$ cat src/rtl/bitserial_pkg.sv
// Shared types and width helpers for the bit-serial MAC engine.
// Latency: n/a (declarations only).
// Backpressure: n/a.
package bitserial_pkg;

  typedef enum logic {
    IDLE = 1'b0,
    ACC  = 1'b1
  } state_t;

  // Width of the adder-tree output: one extra bit per tree level.
  function automatic int psum_width(input int data_width, input int vec_length);
    return data_width + $clog2(vec_length);
  endfunction

  // Width of the column index / precision field.
  function automatic int col_width(input int w_prec);
    return (w_prec > 2) ? $clog2(w_prec) : 1;
  endfunction

endpackage

$ cat src/rtl/bs_adder_tree.sv
// Signed binary adder tree reducing VEC_LENGTH lanes to one partial sum.
// Latency: purely combinational, zero cycles.
// Backpressure: none; the output follows the operands directly.
module bs_adder_tree
  import bitserial_pkg::*;
#(
  parameter int DATA_WIDTH = 8,
  parameter int VEC_LENGTH = 16
) (
  input  logic [VEC_LENGTH-1:0][DATA_WIDTH-1:0]                 operand,
  output logic signed [psum_width(DATA_WIDTH, VEC_LENGTH)-1:0]  psum
);

  localparam int LEVELS = $clog2(VEC_LENGTH);

  // Level l holds VEC_LENGTH>>l nodes of DATA_WIDTH+l bits; each add grows by
  // one bit so no level can overflow.
  genvar l, n;
  generate
    for (l = 0; l <= LEVELS; l++) begin : g_lvl
      localparam int W = DATA_WIDTH + l;
      localparam int N = VEC_LENGTH >> l;
      logic signed [W-1:0] node [N];
      if (l == 0) begin : g_leaf
        for (n = 0; n < N; n++) begin : g_n
          assign node[n] = operand[n];
        end
      end else begin : g_add
        for (n = 0; n < N; n++) begin : g_n
          assign node[n] = {g_lvl[l-1].node[2*n][W-2],   g_lvl[l-1].node[2*n]}
                         + {g_lvl[l-1].node[2*n+1][W-2], g_lvl[l-1].node[2*n+1]};
        end
      end
    end
  endgenerate

  assign psum = g_lvl[LEVELS].node[0];

endmodule

$ cat src/rtl/bitserial_mac_seq.sv
// Bit-serial dot-product engine accumulating prec+1 weight columns per group.
// Latency: result/out_valid register one cycle after the last beat is accepted.
// Backpressure: in_ready = ~out_valid | out_ready; input stalls while a result is unconsumed.
module bitserial_mac_seq
  import bitserial_pkg::*;
#(
  parameter int DATA_WIDTH = 8,
  parameter int VEC_LENGTH = 16,
  parameter int W_PREC     = 8,
  parameter int ACC_WIDTH  = DATA_WIDTH + 16
) (
  input  logic                                 clk,
  input  logic                                 reset,
  input  logic                                 clear,
  input  logic                                 in_valid,
  output logic                                 in_ready,
  input  logic [VEC_LENGTH-1:0][DATA_WIDTH-1:0] act_in,
  input  logic [VEC_LENGTH-1:0]                w_bit,
  input  logic [col_width(W_PREC)-1:0]         prec,
  input  logic                                 w_signed,
  input  logic                                 load_accum,
  input  logic [ACC_WIDTH-1:0]                 accum_prev,
  output logic                                 out_valid,
  input  logic                                 out_ready,
  output logic [ACC_WIDTH-1:0]                 result
);

  localparam int PW = psum_width(DATA_WIDTH, VEC_LENGTH);
  localparam int CW = col_width(W_PREC);

  state_t                       state;
  logic [CW-1:0]                col;
  logic [CW-1:0]                prec_q;
  logic                         w_signed_q;
  logic signed [ACC_WIDTH-1:0]  acc;

  logic [VEC_LENGTH-1:0][DATA_WIDTH-1:0] lane_sel;
  logic signed [PW-1:0]         psum;
  logic signed [PW:0]           psum_ext;
  logic signed [PW:0]           col_val;
  logic signed [ACC_WIDTH-1:0]  col_ext;
  logic signed [ACC_WIDTH-1:0]  term;
  logic signed [ACC_WIDTH-1:0]  base;
  logic signed [ACC_WIDTH-1:0]  sum;
  logic [CW-1:0]                cur_prec;
  logic                         cur_signed;
  logic                         last;
  logic                         accept;

  assign in_ready = ~out_valid | out_ready;
  assign accept   = in_valid & in_ready & ~clear;

  // Gate each lane's activation by its weight bit for this column.
  always_comb begin
    lane_sel = '0;
    for (int j = 0; j < VEC_LENGTH; j++) begin
      lane_sel[j] = w_bit[j] ? act_in[j] : '0;
    end
  end

  bs_adder_tree #(
    .DATA_WIDTH (DATA_WIDTH),
    .VEC_LENGTH (VEC_LENGTH)
  ) u_tree (
    .operand (lane_sel),
    .psum    (psum)
  );

  // Column term: the MSB column of a signed weight carries negative weight,
  // and on the first beat the precision/sign come straight from the inputs.
  always_comb begin
    cur_prec   = (state == IDLE) ? prec : prec_q;
    cur_signed = (state == IDLE) ? w_signed : w_signed_q;
    last       = (col == cur_prec);
    psum_ext   = {psum[PW-1], psum};
    col_val    = (last && cur_signed) ? -psum_ext : psum_ext;
    col_ext    = ACC_WIDTH'(col_val);
    term       = col_ext << col;
    if (state == IDLE) begin
      base = load_accum ? accum_prev : '0;
    end else begin
      base = acc;
    end
    sum = base + term;
  end

  // Group FSM, accumulator and registered result/out_valid.
  always_ff @(posedge clk or negedge reset) begin
    if (!reset) begin
      state      <= IDLE;
      col        <= '0;
      prec_q     <= '0;
      w_signed_q <= 1'b0;
      acc        <= '0;
      result     <= '0;
      out_valid  <= 1'b0;
    end else begin
      if (out_valid && out_ready) begin
        out_valid <= 1'b0;
      end
      if (clear) begin
        state <= IDLE;
        col   <= '0;
        acc   <= '0;
      end else if (accept) begin
        acc <= sum;
        if (state == IDLE) begin
          prec_q     <= prec;
          w_signed_q <= w_signed;
        end
        if (last) begin
          result    <= sum;
          out_valid <= 1'b1;
          col       <= '0;
          state     <= IDLE;
        end else begin
          col   <= col + 1'b1;
          state <= ACC;
        end
      end
    end
  end

endmodule

$ cat config.mk
export PLATFORM = sky130hd
export DESIGN_NAME = bitserial_mac_seq
export DESIGN_NICKNAME = d
export VERILOG_FILES = /design/src/rtl/bitserial_pkg.sv /design/src/rtl/bs_adder_tree.sv /design/src/rtl/bitserial_mac_seq.sv
export SDC_FILE = /design/constraint.sdc
export NUM_CORES = 1
export LEC_CHECK = 0
export CAP_MARGIN = 20
export CORE_AREA = 2 2 149 151
export CTS_BUF_LIST = sky130_fd_sc_hd__clkbuf_4
export CTS_CLUSTER_SIZE = 10
export DETAILED_ROUTE_END_ITERATION = 6
export DIE_AREA = 0 0 151 153
export PLACE_DENSITY = 0.77
export SYNTH_ARGS = -nofsm -noshare
export SYNTH_HDL_FRONTEND = slang
export SYNTH_SLANG_ARGS = --single-unit
$ cat constraint.sdc
create_clock -name clk -period 5.5 [get_ports clk]
set_clock_uncertainty 0.1 [all_clocks]
set_input_delay 0.825 -clock clk [delete_from_list [all_inputs] [get_ports clk]]
set_output_delay 0.825 -clock clk [all_outputs]
set_load 0.05 [all_outputs]
# Word level (Yosys, flattened, before mapping)
# Index checks and enable logic that the tools add are counted.
[op_classes]
add_sub_neg = 18
n_eq_ne = 1
n_shift = 1
mux = 33
bitwise = 5
n_reduce_logical = 5
[op_table]
columns = ["cell", "n"]
rows = [
  ["8-bit two-way mux", 16],
  ["24-bit two-way mux", 4],
  ["8-bit by 8-bit adder with 9-bit output", 8],
  ["9-bit by 9-bit adder with 10-bit output", 4],
  ["24-bit adder", 1],
  ["24-bit by 3-bit left shift with 24-bit output", 1],
  ["10-bit by 10-bit adder with 11-bit output", 2],
  ["13-bit two-way mux", 1],
  ["12-bit negation with 13-bit output", 1],
  ["11-bit by 11-bit adder with 12-bit output", 1],
  ["3-bit two-way mux", 4],
  ["1-bit two-way mux", 8],
  ["3-bit by 1-bit adder with 3-bit output, second input constant", 1],
  ["3-bit == test", 1],
  ["3-bit AND reduction", 1],
  ["1-bit AND", 2],
  ["1-bit logical AND", 2],
  ["1-bit inverter", 2],
  ["2-bit AND reduction", 1],
  ["2-bit nonzero test", 1],
  ["1-bit OR", 1],
]
[word_totals]
ff_bits = 57
in_bits = 178
output_inout_bits = 26
elab_cells = 70

# Longest topological paths before layout
# Gate-level depths: netlist of the first run.
[logic_depth]
ltp_word = 11
ltp_mapped = 35
mapped_depth_nobuf = 35

# By module
# From an unflattened synthesis of the first run, not the netlist that was laid out.
[unflattened]
cells_unflattened = 1048
hier_area_um2 = 9170.0
[modules_own_cells]
columns = ["mod", "instances", "cells_per_inst", "area_per_inst_um2", "seq_area_each_um2"]
rows = [
  ["bitserial_mac_seq", 1, 684, 5571.6, 1426.4],
  ["bs_adder_tree", 1, 364, 3598.5, 0.0],
]

# Worst setup path before layout of the first run
# Ideal clock, no wire load.
[synth_timing]
path_kind = "input port to flip-flop"
start = "in w_bit[8]"
end = "reg acc[16]"
setup_ps = 122
arrival_time_ps = 8754
required_time_ps = 5278
slack_ps = -3476
path_stages = 30
path_buffers = 1
cell_sequence = "clkbuf_1 -> nand2_1 -> fa_1 -> inv_1 -> fa_1 -> fa_1 -> fa_1 -> fa_1 -> inv_1 -> fa_1 -> inv_1 -> ha_1 -> inv_1 -> fa_1 -> nand2b_1 -> a21oi_1 -> xor2_1 -> or3_1 -> a31o_2 -> a221oi_1 -> mux2i_1 -> mux2i_1 -> ha_1 -> a2111oi_0 -> a21oi_1 -> o211a_1 -> o21a_1 -> o21a_1 -> or3_1 -> a32o_1"
[synth_via]
elab_chain_len = 11
[synth_rtl]
columns = ["element", "line", "text"]
rows = [
  ["from (decl)", "bitserial_mac_seq.sv:18", "input logic [VEC_LENGTH-1:0] w_bit,"],
  ["8-bit two-way mux *", "bitserial_mac_seq.sv:57", "lane_sel[j] = w_bit[j] ? act_in[j] : '0;"],
  ["8-bit by 8-bit adder with 9-bit output *", "bs_adder_tree.sv:31", "+ {g_lvl[l-1].node[2*n+1][W-2], g_lvl[l-1].node[2*n+1]};"],
  ["9-bit by 9-bit adder with 10-bit output *", "bs_adder_tree.sv:31", ""],
  ["10-bit by 10-bit adder with 11-bit output *", "bs_adder_tree.sv:31", ""],
  ["11-bit by 11-bit adder with 12-bit output *", "bs_adder_tree.sv:31", ""],
  ["12-bit negation with 13-bit output", "bitserial_mac_seq.sv:76", "col_val = (last && cur_signed) ? -psum_ext : psum_ext;"],
  ["13-bit two-way mux *", "bitserial_mac_seq.sv:76", ""],
  ["24-bit by 3-bit left shift with 24-bit output *", "bitserial_mac_seq.sv:78", "term = col_ext << col;"],
  ["24-bit adder *", "bitserial_mac_seq.sv:84", "sum = base + term;"],
  ["24-bit two-way mux *", "bitserial_mac_seq.sv:105", "end else if (accept) begin"],
  ["24-bit two-way mux *", "bitserial_mac_seq.sv:101", "if (clear) begin"],
  ["to (signal assigned)", "bitserial_mac_seq.sv:106", "acc <= sum;"],
  ["to (decl)", "bitserial_mac_seq.sv:35", "logic signed [ACC_WIDTH-1:0] acc;"],
]
# Every way passes the cells marked *; elsewhere a longest branch is shown, timed or not. The select of a mux whose other input is x is not followed.
# A chain may end at the register's enable or synchronous reset.

# Worst setup path after layout of the first run
[layout_timing]
start = "in w_bit[1]"
end = "reg acc[16]"
# The elaborated chain is that of the path after synthesis.

==> out/qor_table.md, run 1 <==
| Parameter | This run | Unit |
|:---|:---|:---|
| Arr. time, crit path | 8.61 | ns |
| Clock root buffer | clkbuf_4 | - |
| Violated checks | setup timing | - |
| Die span in y | 153 | µm |
| Vias after detailed routing | 8370 | - |
| Number of hold-slack violations in the final timing report | 0 | - |
| Die width | 151 | µm |
| Slew at the pin closest to its max-slew limit | 0.755 | ns |
| Main synth FF type | dfrtp_1 | - |
| Number of global-route vias before repair | 8736 | - |
| Total Die Area | 0.0231 | mm² |
| Final period util | 1.53 | - |
| Mean routed wirelength per cell | 17.8 | µm |
| Fraction of layout instances using a drive strength above 1 | 0.354 | - |
| Max-capacitance violation count | 0 | - |
| TritonCTS clock tree | yes | - |
| Final instance area | 0.0134 | mm² |
| Synth async-reset ratio | 1.00 | - |
| Maximum number of pins on one net before global-route repair | 58 | - |
| Total number of H-tree levels | 3 | - |
| Final period demand of the worst path | 8.39 | ns |
| Area Growth Syn to Fin | 58.3 | % |
| Count of clock tree sinks | 57 | - |
| Most frequent standard cell in the layout excluding fill and tap cells | buf_4 | - |
| Fraction of synthesized cell area taken by the top area cell type | 0.287 | - |
| Post-Syn Area per Cell | 9.13 | µm² |
| DRT iter0 DRCs | 549 | - |
| Cell at the slowest stage of the critical path | fa_1 | - |
| Final setup violation count | 46 | - |
| First-pass iteration count of the detailed router | 5 | - |
| Final net count | 1640 | - |
| Footprint of the flip-flops and latches | 0.00143 | mm² |
| Global-route wire length before repair | 42400 | µm |
| Number of antenna violations at the first check in global routing | 1 | - |
| Dominant cell type by count on the critical path | fa_1 | - |
| Post-synth cell types | 65 | - |
| Final max-slew violation count | 0 | - |
| Dominant delay contributor by cell family on the critical path | adder cells | - |
| Top cells by area, synth | fa_1, dfrtp_1, ha_1, inv_1, nand2_1 | - |
| Combined area of the multi-input logic cells | 0.00748 | mm² |
| Register bit count reported by yosys | 57 | - |
| Io pins | 204 | - |
| Final Worst Setup Slack | -2.89 | ns |
| Count of buffers inserted at the top-level ports | 203 | - |
| Yosys warning count | 0 | - |
| Final TNS setup | -101.63 | ns |
| Buffer and inverter count on the worst path | 6 | - |
| Routed WL | 28200 | µm |
| Worst slew margin relative to its limit | 0.497 | - |
| Launching element type of the critical path | input port | - |
| Core area | 0.0215 | mm² |
| Number of hold buffers added after CTS | 0 | - |
| Commonest non-fill, non-tap cells in the layout | buf_4, clkdlybuf4s50_1, fa_1, nand2_1, inv_1 | - |
| Post-synthesis instance area | 0.00845 | mm² |
| Number of clock buffers inserted by TritonCTS | 9 | - |
| Largest stage delay on the critical path | 0.57 | ns |
| Global-route congestion overflow total | 0 | - |
| Clock network latency to the later pin of the worst-skew pair | 0.43 | ns |
| WP data required | 5.72 | ns |
| Instance area after placement | 0.0121 | mm² |
| Timing-limited maximum frequency | 0.119 | GHz |
| Largest fanout on the critical path | 4 | - |
| Critical path type | in -> reg | - |
| Row cnt | 54 | - |
| Clock Path Buffers | 2 | - |
| Total routing resource utilization after global routing | 0.232 | - |
| Class of the most critical hold timing path | reg -> reg | - |
| Final HPWL DP | 20800 | µm |
| Starting utilization of the core area | 0.393 | - |
| Placer's final routability congestion estimate | 0.952 | - |
| Count of flip-flops with a built-in enable after synthesis | 0 | - |
| Sequential element share of the synthesized area | 0.169 | - |
| Setup repair after global routing missed its margin | yes | - |
| Placed insts | 1528 | - |
| Via/cell ratio | 5.28 | - |
| DRC | 0 | - |
| Number of standard cells in the final layout excluding fillers | 1585 | - |
| Clock-pin slew on the worst setup and hold paths | 0.10 | ns |
| Outcome | finished, violations left | - |
| Post-synth top area cell | fa_1 | - |
| Count of antenna-violating nets left after detailed routing | 0 | - |
| Filler instances | 1655 | - |
| Post-synth net total | 1267 | - |
| Cells after Synth | 926 | - |
| Kind of end point of the critical path | flip-flop | - |
kinds of logic after synthesis:
kind of cell	share of synthesized area
AOI/OAI and AO/OA	0.161
DFF	0.169
adders and majority gates	0.349
muxes	0.0481
buffers and inverters	0.0672
xor gates and xnor gates	0.0404
and+or+nand+nor	0.166
flip-flops by register name (all words and copies together), names as in the netlist:
name,flops
prec_q,3
w_signed_q,1
acc,24
col,3
result,24
out_valid,1
state,1
through the flow:
step	util	worst slack (ns)	hold slack, ns
6_report	0.623	-2.89	0.392
5_1_grt	0.623	-3.15	0.420
4_1_cts	0.588	-2.92	0.393
3_5_place_dp	0.563	-3.91	0.372
3_3_place_gp	0.563	-3.72	0.362
2_1_floorplan	-	-3.00	0.350
per-layer routing:
layer  GRT usage  vias to the layer above  part of all wire
li1            -                     3839                 -
met1       0.298                     4174              0.40
met2       0.408                      270              0.52
met3      0.0245                       87             0.038
met4      0.0761                        0             0.038
met5           0                        -                 0
path summary, 6_finish.rpt:
check / start / end / slack [ns] / depth (start not counted)
max in group asynchronous: reset / col[1] / 4.34 / 2
max reg2reg: state / result[15] / 0.28 / 17
min reg2reg: acc[8] / acc[8] / 0.39 / 2
max: w_bit[1] / acc[16] / -2.89 / 31
min: acc[8] / acc[8] / 0.39 / 2
min in group asynchronous: reset / result[4] / 0.44 / 2
cell usage after synthesis (21+ instances only):
library cell / count
ha_1: 42
and2_1: 62
nand2_1: 122
clkbuf_1: 25
inv_1: 122
xnor2_1: 27
a22o_1: 40
nor2_1: 46
fa_1: 121
o21ai_0: 31
dfrtp_1: 57
a21oi_1: 31
mux2_2: 21
worst reg2reg max path: stages (launching register included):
cell and delay [ns]:
dfrtp_1 0.47, mux2i_1 0.28, xor2_1 0.27, nand4_1 0.48, mux2i_4 0.38, mux2_4 0.28, or3_4 0.41, inv_1 0.08
ha_1 0.27, a211oi_1 0.62, o211ai_1 0.23, and3_4 0.25, a21oi_4 0.20, nand2_4 0.09, a21o_1 0.19, a21oi_2 0.17
xnor2_2 0.09, mux2_4 0.26
cell type report:
class / count / area share
multi-input combinational: 718 / 0.559
timing repair buffer: 391 / 0.263
sequential: 57 / 0.107
inverter: 122 / 0.0344
tap: 280 / 0.0262
clock buffer: 11 / 0.00617
clock inverter: 5 / 0.00421
antenna: 1 / 0.000187
repair_timing:
action                                  in CTS  in global routing
buffers inserted                            13                 32
endpoints found under the setup margin      46                 46
resized for setup                          211                187
pin swaps                                   76                 98
Power of run 1 is left out: the tool's default activity adds up to more than one toggle a clock period on the data nets, which glitch-free logic cannot reach.
==> inputs of run 2 (changes only) <==
--- a/config.mk
+++ b/config.mk
@@ -11,7 +11,7 @@
 export CTS_CLUSTER_SIZE = 10
 export DETAILED_ROUTE_END_ITERATION = 6
 export DIE_AREA = 0 0 151 153
-export PLACE_DENSITY = 0.77
+export PLACE_DENSITY = 0.79
 export SYNTH_ARGS = -nofsm -noshare
 export SYNTH_HDL_FRONTEND = slang
 export SYNTH_SLANG_ARGS = --single-unit
==> constraint.sdc (replaced) <==
create_clock -name clk -period 6.91 [get_ports clk]
set_clock_uncertainty 0.1 [all_clocks]
set_input_delay 1.0365 -clock clk [delete_from_list [all_inputs] [get_ports clk]]
set_output_delay 1.0365 -clock clk [all_outputs]
set_load 0.1 [all_outputs]
==> run 2 against run 1 <==
- core utilization fell by 0.75 points
- the flow still finishes with violations (setup timing)
- sequential share of layout area up 0.13 points
- clock-buffer cell count fell by 1
- via count fell by 1.9%
- highest routed layer unchanged
- hold slack improved by 0.0020 ns
- global-route usage is 0.31 points higher
- final cell count decreased by 0.38%
- non-clock buffer count fell by 2
==> out/qor_table.md, run 2 (synthesized netlist as in run 1, its figures left out) <==
| Parameter | This run | Unit |
|:---|:---|:---|
| Utilization after layout | 0.615 | - |
| Final net count | 1638 | - |
| Top Registers | acc: 24 flops, result: 24 flops | - |
| Instance area after placement | 0.0121 | mm² |
| Via/cell ratio | 5.20 | - |
| Global-route wire length before repair | 43200 | µm |
| Row cnt | 54 | - |
| Worst slew margin relative to its limit | 0.322 | - |
| Count of clock tree sinks | 57 | - |
| Dominant cell type by count on the critical path | fa_1 | - |
| Mean routed wirelength per cell | 17.4 | µm |
| Slew at the pin closest to its max-slew limit | 1.01 | ns |
| Fraction of layout instances using a drive strength above 1 | 0.343 | - |
| Max-capacitance violation count | 0 | - |
| Maximum number of pins on one net before global-route repair | 58 | - |
| Clock network latency to the later pin of the worst-skew pair | 0.43 | ns |
| Final period demand of the worst path | 8.78 | ns |
| Critical path type | in -> reg | - |
| WP data required | 7.13 | ns |
| Timing-limited maximum frequency | 0.114 | GHz |
| Commonest non-fill, non-tap cells in the layout | buf_4, clkdlybuf4s50_1, fa_1, inv_1, nand2_1 | - |
| Die width | 151 | µm |
| Number of clock buffers inserted by TritonCTS | 9 | - |
| Io pins | 204 | - |
| Final max-slew violation count | 0 | - |
| Starting utilization of the core area | 0.393 | - |
| Area Growth Syn to Fin | 56.4 | % |
| Count of buffers inserted at the top-level ports | 203 | - |
| Total routing resource utilization after global routing | 0.235 | - |
| Placed insts | 1535 | - |
| Outcome | finished, violations left | - |
| Arr. time, crit path | 9.00 | ns |
| Count of antenna-violating nets left after detailed routing | 0 | - |
| Final instance area | 0.0132 | mm² |
| Footprint of the flip-flops and latches | 0.00143 | mm² |
| Number of antenna violations at the first check in global routing | 0 | - |
| Die span in y | 153 | µm |
| Clock-pin slew on the worst setup and hold paths | 0.09 | ns |
| Number of standard cells in the final layout excluding fillers | 1579 | - |
| DRC | 0 | - |
| Total number of H-tree levels | 3 | - |
| Number of hold-slack violations in the final timing report | 0 | - |
| Final period util | 1.27 | - |
| Routed WL | 27400 | µm |
| Combined area of the multi-input logic cells | 0.00746 | mm² |
| Placer's final routability congestion estimate | 0.976 | - |
| First-pass iteration count of the detailed router | 6 | - |
| Kind of end point of the critical path | flip-flop | - |
| Clock root buffer | clkbuf_4 | - |
| DRT iter0 DRCs | 426 | - |
| Final antenna diode count | 0 | - |
| Largest stage delay on the critical path | 0.56 | ns |
| Largest fanout on the critical path | 5 | - |
| Most frequent standard cell in the layout excluding fill and tap cells | buf_4 | - |
| Class of the most critical hold timing path | reg -> reg | - |
| Global-route congestion overflow total | 0 | - |
| Filler instances | 1698 | - |
| Final setup violation count | 40 | - |
| Cell at the slowest stage of the critical path | fa_1 | - |
| Vias after detailed routing | 8214 | - |
| Clock Path Buffers | 2 | - |
| Launching element type of the critical path | input port | - |
| Number of hold buffers added after CTS | 0 | - |
| Total Die Area | 0.0231 | mm² |
| Number of global-route vias before repair | 8700 | - |
| Core area | 0.0215 | mm² |
| Final HPWL DP | 21200 | µm |
| Violated checks | setup timing | - |
| Final Worst Setup Slack | -1.87 | ns |
| Setup repair after global routing missed its margin | yes | - |
| TritonCTS clock tree | yes | - |
## run 2: layout make-up
cell class                      instances  share of cell area
Timing Repair Buffer                  389               0.260
Multi-Input combinational cell        718               0.565
Clock buffer                           10             0.00568
Clock inverter                          3            0.000852
Inverter                              122              0.0346
Sequential cell                        57               0.108
Tap cell                              280              0.0265
## run 2: metrics by stage
step                setup TNS [ns]  worst slack, ns  hold slack, ns
finish                      -52.87            -1.87           0.394
global route                -61.73            -2.03           0.418
CTS                         -51.65            -1.75           0.390
detailed placement          -94.04            -2.79           0.370
global placement            -88.09            -2.62           0.364
floorplan                   -46.42            -1.84           0.350
## run 2: layer usage
layer  GRT usage  up-vias  routed length [µm]
li1            -     3831                   -
met1       0.314     4056               11500
met2       0.398      262               13800
met3      0.0379       65                1280
met4      0.0592        0                 813
met5           0        -                   0
## run 2: path summary, 6_finish.rpt
kind	startpoint	endpoint	slack, ns	cells after the start
setup / recovery	act_in[44]	acc[21]	-1.87	33
hold / removal	result[0]	result[0]	0.39	2
setup reg to reg	col[0]	acc[16]	1.34	18
hold reg to reg	result[0]	result[0]	0.39	2
max in group asynchronous	reset	acc[7]	5.56	2
min in group asynchronous	reset	out_valid	0.65	2
## run 2: timing repair
item,CTS,global route
setup buffers,25,9
pin swaps,105,61
setup endpoints to repair,42,42
endpoints found under the hold margin,0,0
gates resized for setup,237,143
## run 2: critical path, delay by kind of cell
family / cells / cell delay (ns)
adder cells (fa/ha/maj): 8 / 3.61
multiplexers: 1 / 0.21
XOR/XNOR: 1 / 0.10
AO/OA/AOI/OAI: 13 / 2.42
AND/OR/NAND/NOR: 4 / 0.71
buffers and inverters: 6 / 0.89
Power of run 2 is left out for the same reason.
==> inputs of run 3 (changes only) <==
--- a/config.mk
+++ b/config.mk
@@ -8,10 +8,10 @@
 export CAP_MARGIN = 20
 export CORE_AREA = 2 2 149 151
 export CTS_BUF_LIST = sky130_fd_sc_hd__clkbuf_4
-export CTS_CLUSTER_SIZE = 10
 export DETAILED_ROUTE_END_ITERATION = 6
 export DIE_AREA = 0 0 151 153
 export PLACE_DENSITY = 0.79
+export SLEW_MARGIN = 20
 export SYNTH_ARGS = -nofsm -noshare
 export SYNTH_HDL_FRONTEND = slang
 export SYNTH_SLANG_ARGS = --single-unit
==> results of run 3 <==
The final DEF is identical to that of run 2; final timing and power are the same.
Power of run 3 is left out for the same reason.
